[config.mk]
export PLATFORM = sky130hd
export DESIGN_NAME = buffer_byte_streamer
export DESIGN_NICKNAME = d
export VERILOG_FILES = /design/src/rtl/buffer_byte_streamer.sv
export SDC_FILE = /design/constraint.sdc
export NUM_CORES = 1
export LEC_CHECK = 0
export ABC_AREA = 1
export ABC_CLOCK_PERIOD_IN_PS = 1600
export BUFFER_PORTS_ARGS = -buffer_cell sky130_fd_sc_hd__buf_2
export CORE_MARGIN = 2
export CORE_UTILIZATION = 48
export CTS_CLUSTER_DIAMETER = 100
export CTS_CLUSTER_SIZE = 20
export DETAILED_ROUTE_END_ITERATION = 8
export GPL_TIMING_DRIVEN = 0
export PLACE_DENSITY = 0.79
export RECOVER_POWER = 25
export SLEW_MARGIN = 10
export SYNTH_ARGS = -nofsm -noshare
export SYNTH_HDL_FRONTEND = slang
export SYNTH_SLANG_ARGS = --single-unit
[constraint.sdc]
create_clock -name clk -period 1.6 [get_ports clk]
set_clock_uncertainty 0.1 [all_clocks]
set_input_delay 0.24 -clock clk [delete_from_list [all_inputs] [get_ports clk]]
set_output_delay 0.24 -clock clk [all_outputs]
set_load 0.01 [all_outputs]
[src/rtl/buffer_byte_streamer.sv]
// Streams 64-bit words from an attached word buffer out as a little-endian byte stream,
// with a one-word read/load handshake per word and valid/ready flow control on the output.
module buffer_byte_streamer #(
    parameter int BuffDepth = 256,
    parameter int WordAddrW = $clog2(BuffDepth / 8)
) (
    input  logic                 clk,
    input  logic                 rst,
    input  logic                 start,
    input  logic [WordAddrW-1:0] start_word,
    input  logic [WordAddrW:0]   num_words,
    output logic                 busy,
    output logic                 done,
    output logic                 buf_read_en,
    output logic                 buf_addr_mode,
    output logic [WordAddrW-1:0] buf_word_addr,
    input  logic [63:0]          buf_word_in,
    output logic                 m_valid,
    input  logic                 m_ready,
    output logic [7:0]           m_data,
    output logic                 m_last
);

    localparam int                   NumWords = BuffDepth / 8;
    localparam logic [WordAddrW-1:0] LastAddr = WordAddrW'(NumWords - 1);
    localparam logic [WordAddrW-1:0] AddrStep = 1;
    localparam logic [WordAddrW:0]   CntStep  = 1;
    localparam logic [2:0]           LastByte = 3'd7;

    typedef enum logic [2:0] {
        IDLE,
        READ,
        LOAD,
        SEND,
        DONE
    } state_t;

    state_t               state;
    state_t               state_nxt;
    logic [WordAddrW-1:0] addr;
    logic [WordAddrW:0]   words_left;
    logic [63:0]          shreg;
    logic [2:0]           byte_idx;
    logic                 final_word;

    assign buf_addr_mode = 1'b1;
    assign buf_word_addr = addr;
    assign final_word    = (words_left == CntStep);

    always_ff @(posedge clk) begin
        if (rst) begin
            state <= IDLE;
        end else begin
            state <= state_nxt;
        end
    end

    always_comb begin
        state_nxt   = state;
        busy        = 1'b1;
        done        = 1'b0;
        buf_read_en = 1'b0;
        m_valid     = 1'b0;
        m_data      = 8'h00;
        m_last      = 1'b0;
        case (state)
            IDLE: begin
                busy = 1'b0;
                if (start) begin
                    state_nxt = (num_words == '0) ? DONE : READ;
                end
            end
            READ: begin
                buf_read_en = 1'b1;
                state_nxt   = LOAD;
            end
            LOAD: begin
                state_nxt = SEND;
            end
            SEND: begin
                m_valid = 1'b1;
                m_data  = shreg[7:0];
                m_last  = (byte_idx == LastByte) && final_word;
                if (m_ready && (byte_idx == LastByte)) begin
                    state_nxt = final_word ? DONE : READ;
                end
            end
            DONE: begin
                done      = 1'b1;
                state_nxt = IDLE;
            end
            default: begin
                state_nxt = IDLE;
            end
        endcase
    end

    // The word is shifted right one byte per accepted transfer, so the
    // current byte always sits in bits 7:0 and stays put while stalled.
    always_ff @(posedge clk) begin
        if (rst) begin
            addr       <= '0;
            words_left <= '0;
            shreg      <= '0;
            byte_idx   <= '0;
        end else begin
            case (state)
                IDLE: begin
                    if (start && (num_words != '0)) begin
                        addr       <= start_word;
                        words_left <= num_words;
                    end
                end
                LOAD: begin
                    shreg    <= buf_word_in;
                    byte_idx <= '0;
                end
                SEND: begin
                    if (m_ready) begin
                        shreg    <= {8'h00, shreg[63:8]};
                        byte_idx <= byte_idx + 3'd1;
                        if (byte_idx == LastByte) begin
                            words_left <= words_left - CntStep;
                            addr       <= (addr == LastAddr) ? '0 : addr + AddrStep;
                        end
                    end
                end
                default: begin
                end
            endcase
        end
    end

endmodule

==> flow_metrics.env, run 1 <==
export IMPL_yosysUniqueCellTypes=26
export IMPL_worst_pin_slew_ns=0.606
export IMPL_gr_total_overflow=0
export IMPL_grt_antenna_before_repair=0
export IMPL_cp_end_kind="output port"
export IMPL_die_area_um2=8510
export IMPL_grtUsageTotal_pct=24.8
export IMPL_dieWidth_um=92.2
export IMPL_die_h_um=92.2
export IMPL_path_max_fanout=5
export IMPL_start_util_pct=48.9
export IMPL_status="finished, violations left"
export IMPL_worstPathCellList="inv_4, nand3_4, buf_8, buf_12, nor2_1, buf_2"
export IMPL_drc=0
export IMPL_htreeDepth=3
export IMPL_cts_root_buf="clkbuf_8"
export IMPL_antenna_cells=0
export IMPL_setup_viol=62
export IMPL_drv_cap=0
export IMPL_grt_pass1_wl_um=17100
export IMPL_placedInstanceArea_um2=4350
export IMPL_drive_gt1_share_pct=30.4
export IMPL_path_buf_inv=4
export IMPL_hold_viol=0
export IMPL_grt_pass1_vias=3813
export IMPL_hp_class="input pin to flop"
export IMPL_syn_area_um2=3740
export IMPL_synth_top_area_share_pct=43.4
export IMPL_synth_common_cells="179 x nand2_1, 81 x dfxtp_1, 59 x o21ai_0, 57 x a31oi_1, 32 x nor2_1"
export IMPL_failed_checks="setup timing"
export IMPL_ir_drop_mv=0.669
export IMPL_yosysMostFrequentCell="nand2_1"
export IMPL_drt_iter0_drc=351
export IMPL_period_minus_slack_ns=1.74
export IMPL_grt_max_degree=16
export IMPL_synthCells=538
export IMPL_ys_async_sr_fraction_pct=0
export IMPL_fin_nets=754
export IMPL_fill_cells=675
export IMPL_crit_path_top_delay_cell="dfxtp_4"
export IMPL_dpl_hpwl_um=7350
export IMPL_synth_nets=623
export IMPL_synth_edf_count=0
export IMPL_worstSetupPathType="flop to output port"
export IMPL_num_vias=4196
export IMPL_wl_um=11200
export IMPL_synth_avg_cell_area_um2=6.95
export IMPL_yosys_area_top_type="dfxtp_1"
export IMPL_ys_seq_elements=81
export IMPL_fin_setup_tns_ns=-2.98
export IMPL_leakage_nw=2.29
export IMPL_cts_buffer_depth=2
export IMPL_fin_crit_sh_pct=109
export IMPL_powerDensity_nw_per_um2=1390
export IMPL_cts_hold_buf=0
export IMPL_ioPinCount=98
export IMPL_seq_area_frac_synth_pct=43.4
export IMPL_synthFlopType="dfxtp_1"
export IMPL_start_kind="flop"
export IMPL_yosys_warnings=0
export IMPL_max_slew_margin_pct=59.6
export IMPL_worstSkewPairLatency_ns=0.36
export IMPL_dr_pass1_iters=8
export IMPL_cts_sinks=81
export IMPL_timing_fmax_ghz=0.574
export IMPL_max_stage_delay_ns=0.39
export IMPL_ant_nets=0
export IMPL_cts_tree="yes"
export IMPL_numCtsBuffers=9
export IMPL_setup_slack_ns=-0.143
export IMPL_place_congestion=0.900
export IMPL_pre_cts_ws_ns=-0.385
export IMPL_rows=32
export IMPL_wl_per_cell_um=14.4
export IMPL_clk_pin_slew_ns=0.09
export IMPL_grt_setup_unrepaired="yes"
export IMPL_crit_arrival_ns=1.40
export IMPL_synth_area_leaders="dfxtp_1 43%, nand2_1 18%, a31oi_1 9.5%"
export IMPL_port_buffers=96
export IMPL_core_area_um2=7650
export IMPL_syn_to_final_growth_pct=37.3
export IMPL_crit_family="buffers and inverters"
export IMPL_via_per_inst=5.41
export IMPL_fin_total_pwr_mw=7.13
export IMPL_crit_required_ns=1.26
export IMPL_slew_viol_final=0
export IMPL_stdcell_area_um2=5130
export IMPL_timing_hold_ws_ns=0.0363
through the flow:
| step | instances | util [%] |
|---|---|---|
| global route | 776 | 67.1 |
| floorplan | 538 | - |
| global placement | 736 | 56.8 |
| CTS | 761 | 62.2 |
| finish | 776 | 67.1 |
| detailed placement | 736 | 56.8 |
worst reg2reg max path, cell delays in order (launching register included):
cell      delay [ns]
dfxtp_4         0.39
buf_12          0.13
nor2_4          0.15
nand2_2         0.09
nand2_4         0.11
clkbuf_4        0.23
buf_8           0.16
o21ai_2         0.06
a31oi_1         0.18
metal layers:
layer / track usage, % / vias up / part of all wire [%]
li1: - / 2053 / -
met1: 33.9 / 1925 / 43
met2: 38.5 / 197 / 48
met3: 4.11 / 21 / 7.2
met4: 10.8 / 0 / 2.2
met5: 0 / - / 0
state kept, by name, indices dropped and copies added, names as in the netlist:
| signal | count |
|---|---|
| byte_idx | 3 |
| buf_word_addr | 5 |
| state | 3 |
| shreg | 64 |
| words_left | 6 |
area by class of cell:
class	instances	area, um^2	share of cell area [%]
Sequential cell	81	1640	32.0
Tap cell	102	128	2.49
Multi-Input combinational cell	391	1990	38.8
Clock buffer	10	138	2.68
Timing Repair Buffer	122	761	14.8
Inverter	27	106	2.07
Clock inverter	6	73.8	1.44
Buffer	37	295	5.75
repair_timing:
| item | 4_1_cts | 5_1_grt |
|---|---|---|
| pin swaps | 6 | 4 |
| gates cloned | 1 | 1 |
| endpoints found under the hold margin | 0 | 0 |
| resized for setup | 45 | 89 |
| endpoints found under the setup margin | 92 | 88 |
| setup buffers | 10 | 14 |
path summary, 6_finish.rpt:
| kind | from | end | slack [ns] | cells past startpoint |
|---|---|---|---|---|
| max | state[2] | m_data[6] | -0.14 | 6 |
| max reg2reg | state[2] | shreg[11] | -0.09 | 8 |
| min reg2reg | shreg[58] | shreg[58] | 0.37 | 2 |
| min | buf_word_in[27] | shreg[27] | 0.04 | 3 |
where the power goes:
group | internal, mW | switching (mW) | total (mW)
registers | 2.55 | 0.334 | 2.89
clock network | 0.783 | 0.805 | 1.59
logic | 1.14 | 1.52 | 2.66
total | 4.47 | 2.66 | 7.13
cells by family (layout without fill, tap and decap cells):
kind of cell             after synthesis  after routing  synth area share (%)
AND/OR/NAND/NOR                      244            244                  26.1
adder cells (fa/ha/maj)                6              6                  2.01
XOR/XNOR                               2              2                 0.469
flip-flops                            81             81                  43.4
other                                  1              1                 0.100
AO/OA/AOI/OAI                        138            138                  20.5
buffers and inverters                 66            202                  7.47
cell usage in the layout, fill, tap and decap left out, types with 3 or more instances in the layout:
cell type    n
nand2_2      5
buf_2       87
a21oi_1     16
dfxtp_2      3
nor2_1      24
dfxtp_1     74
buf_8        5
o21ai_2      3
ha_1         4
nand3_1     21
clkbuf_4     5
nand2_1    174
o21ai_0     58
nor2_2       3
buf_6       17
inv_2        3
buf_4       25
inv_1       22
a31oi_1     56
clkbuf_1    13
nor2_4       7
clkbuf_2     4
dfxtp_4      4
buf_12       3
clkbuf_8    10
Note: power is estimated with default switching activity, not from simulation.
==> inputs of run 2 (changes only) <==
--- a/config.mk
+++ b/config.mk
@@ -6,15 +6,15 @@
 export NUM_CORES = 1
 export LEC_CHECK = 0
 export ABC_AREA = 1
-export ABC_CLOCK_PERIOD_IN_PS = 1600
+export ABC_CLOCK_PERIOD_IN_PS = 1750
 export BUFFER_PORTS_ARGS = -buffer_cell sky130_fd_sc_hd__buf_2
 export CORE_MARGIN = 2
-export CORE_UTILIZATION = 48
+export CORE_UTILIZATION = 53
 export CTS_CLUSTER_DIAMETER = 100
 export CTS_CLUSTER_SIZE = 20
 export DETAILED_ROUTE_END_ITERATION = 8
 export GPL_TIMING_DRIVEN = 0
-export PLACE_DENSITY = 0.79
+export PLACE_DENSITY = 0.82
 export RECOVER_POWER = 25
 export SLEW_MARGIN = 10
 export SYNTH_ARGS = -nofsm -noshare
==> constraint.sdc (replaced) <==
create_clock -name clk -period 1.75 [get_ports clk]
set_clock_uncertainty 0.1 [all_clocks]
set_input_delay 0.2625 -clock clk [delete_from_list [all_inputs] [get_ports clk]]
set_output_delay 0.2625 -clock clk [all_outputs]
set_load 0.01 [all_outputs]
==> run 2 against run 1 <==
  * The flow still finishes with violations (setup timing)
  * Global-route usage grew 2.8 points
  * Utilization grew 3.2 points
  * Via count shrank 1.5%
  * Clock power shrank 18%
  * Power shrank 15%
  * Routed wire length shrank 5.0%
  * Non-clock buffer count shrank 11
  * Final cell count shrank 2.2%
  * Worst hold slack gained 0.020 ns
  * Critical path type unchanged
  * Largest cell class unchanged
  * Largest power group unchanged
  * Highest routed layer unchanged
==> flow_metrics.env, run 2 (synthesized netlist as in run 1, its figures left out) <==
export IMPL_status="finished, violations left"
export IMPL_fin_setup_tns_ns=-0.0124
export IMPL_cts_buffer_depth=2
export IMPL_dieWidth_um=88.0
export IMPL_dr_pass1_iters=5
export IMPL_worstSkewPairLatency_ns=0.36
export IMPL_grt_setup_unrepaired="yes"
export IMPL_hold_depth=3
export IMPL_critPathLaunch="words_left[0]"
export IMPL_cts_sinks=81
export IMPL_ir_drop_mv=0.733
export IMPL_drt_iter0_drc=256
export IMPL_start_util_pct=55.0
export IMPL_core_area_um2=6790
export IMPL_wl_per_cell_um=14.0
export IMPL_place_inst=730
export IMPL_max_stage_delay_ns=0.39
export IMPL_port_buffers=96
export IMPL_period_minus_slack_ns=1.76
export IMPL_hold_viol=0
export IMPL_r2r_start="byte_idx[0]"
export IMPL_powerDensity_nw_per_um2=1270
export IMPL_fin_nets=743
export IMPL_syn_to_final_growth_pct=27.8
export IMPL_timing_fmax_ghz=0.567
export IMPL_reg2reg_slack_ns=0.02
export IMPL_crit_arrival_ns=1.40
export IMPL_fin_crit_sh_pct=101
export IMPL_p_seq_share_pct=43.1
export IMPL_r2r_cells=10
export IMPL_hp_class="input pin to flop"
export IMPL_setup_viol=1
export IMPL_path_buf_inv=1
export IMPL_clkPwrFrac_pct=21.5
export IMPL_worstSetupPathType="flop to output port"
export IMPL_die_area_um2=7740
export IMPL_rows=30
export IMPL_worst_path_stages=4
export IMPL_max_slew_margin_pct=61.4
export IMPL_die_h_um=88.0
export IMPL_grt_pass1_vias=3673
export IMPL_crit_path_top_delay_cell="dfxtp_2"
export IMPL_cp_end_kind="output port"
export IMPL_drive_gt1_share_pct=26.2
export IMPL_p_switching_mw=2.33
export IMPL_drc=0
export IMPL_start_kind="flop"
export IMPL_slew_viol_final=0
export IMPL_pre_cts_ws_ns=-0.163
export IMPL_num_vias=4131
export IMPL_place_congestion=0.883
export IMPL_comb_power_share_pct=35.4
export IMPL_grtUsageTotal_pct=27.5
export IMPL_final_cells=759
export IMPL_final_cell_mix="177 x nand2_1, 95 x buf_2, 76 x dfxtp_1, 59 x o21ai_0, 57 x a31oi_1"
export IMPL_cts_hold_buf=0
export IMPL_critPathCapture="m_last"
export IMPL_grt_max_degree=16
export IMPL_r2r_end="words_left[5]"
export IMPL_worstPathCellList="ha_4, nand4_1, nor3b_2, buf_2"
export IMPL_grt_pass1_wl_um=16600
export IMPL_placedInstanceArea_um2=4340
export IMPL_numCtsBuffers=9
export IMPL_worst_pin_slew_ns=0.579
export IMPL_wl_um=10700
export IMPL_crit_family="flip-flops"
export IMPL_largest_reg_flops=64
export IMPL_largest_register="shreg"
export IMPL_swShare_pct=38.3
export IMPL_power_internal_mw=3.75
export IMPL_ant_nets=0
export IMPL_crit_required_ns=1.39
export IMPL_gr_total_overflow=0
export IMPL_ioPinCount=98
export IMPL_grt_antenna_before_repair=0
export IMPL_layout_commonest_cell="nand2_1"
export IMPL_stdcell_area_um2=4770
export IMPL_dpl_hpwl_um=7290
export IMPL_antenna_cells=0
export IMPL_setup_slack_ns=-0.0124
export IMPL_drv_cap=0
export IMPL_cts_tree="yes"
export IMPL_path_max_fanout=4
export IMPL_leakage_nw=2.18
export IMPL_failed_checks="setup timing"
export IMPL_via_per_inst=5.44
export IMPL_clk_pin_slew_ns=0.09
export IMPL_htreeDepth=3
export IMPL_cts_root_buf="clkbuf_8"
run 2: changes by cell type in the layout (fill, tap and decap cells not counted), sizes merged:
| cell | previous run | this run |
|---|---|---|
| clkinv | 1 | 2 |
| clkbuf | 32 | 40 |
| buf | 137 | 118 |
| bufinv | 1 | 0 |
run 2: how the worst min path moves through the flow:
| stage | slack (ns) | end | startpoint |
|---|---|---|---|
| finish | 0.06 | shreg[43] | buf_word_in[43] |
| CTS | 0.05 | shreg[40] | buf_word_in[40] |
| detailed placement | 0.35 | byte_idx[0] | byte_idx[0] |
| global placement | 0.35 | byte_idx[0] | byte_idx[0] |
| floorplan | 0.32 | shreg[0] | buf_word_in[0] |
| global route | 0.05 | shreg[37] | buf_word_in[37] |
run 2: cell type report:
cell class | instances | area, um^2
timing repair buffer | 110 | 583
clock inverter | 6 | 50.0
clock buffer | 10 | 138
buffer | 38 | 248
fill | 563 | 2020
multi-input combinational | 391 | 1900
inverter | 27 | 101
sequential | 81 | 1640
tap | 96 | 120
run 2: tightest hold or removal path, cell delays in order:
cell	delay [ns]
buf_2	0.09
nand2_1	0.05
a31oi_1	0.07
run 2: repair_timing:
| item | 4_1_cts | 5_1_grt |
|---|---|---|
| endpoints found under the setup margin | 45 | 78 |
| buffers inserted | 7 | 6 |
| pin swaps | 2 | 3 |
| resized for setup | 21 | 46 |
| cloned | 0 | 1 |
run 2: per-stage QoR:
stage	power [mW]	hold WS [ns]	utilization (%)
after floorplan	3.92	0.323	-
after global placement	4.42	0.348	63.8
after detailed placement	4.48	0.352	63.8
after CTS	5.86	0.0495	68.3
after global routing	6.49	0.0485	70.3
final	6.08	0.0562	70.3
run 2: routing by layer:
metal  routed length [um]  vias to the layer above  track usage (%)
met3                  767                       37             6.13
met2                 5020                      198             45.8
met5                    0                        -                0
met4                  293                        0             10.1
li1                     -                     2035                -
met1                 4570                     1861             35.2
run 2: power groups by stage:
stage          Combinational, mW  Clock (mW)  Sequential, mW
2_1_floorplan               1.35           0            2.57
3_3_place_gp                1.81           0            2.61
3_5_place_dp                1.86           0            2.63
4_1_cts                     1.95        1.31            2.60
5_1_grt                     2.42        1.39            2.68
6_report                    2.15        1.31            2.62
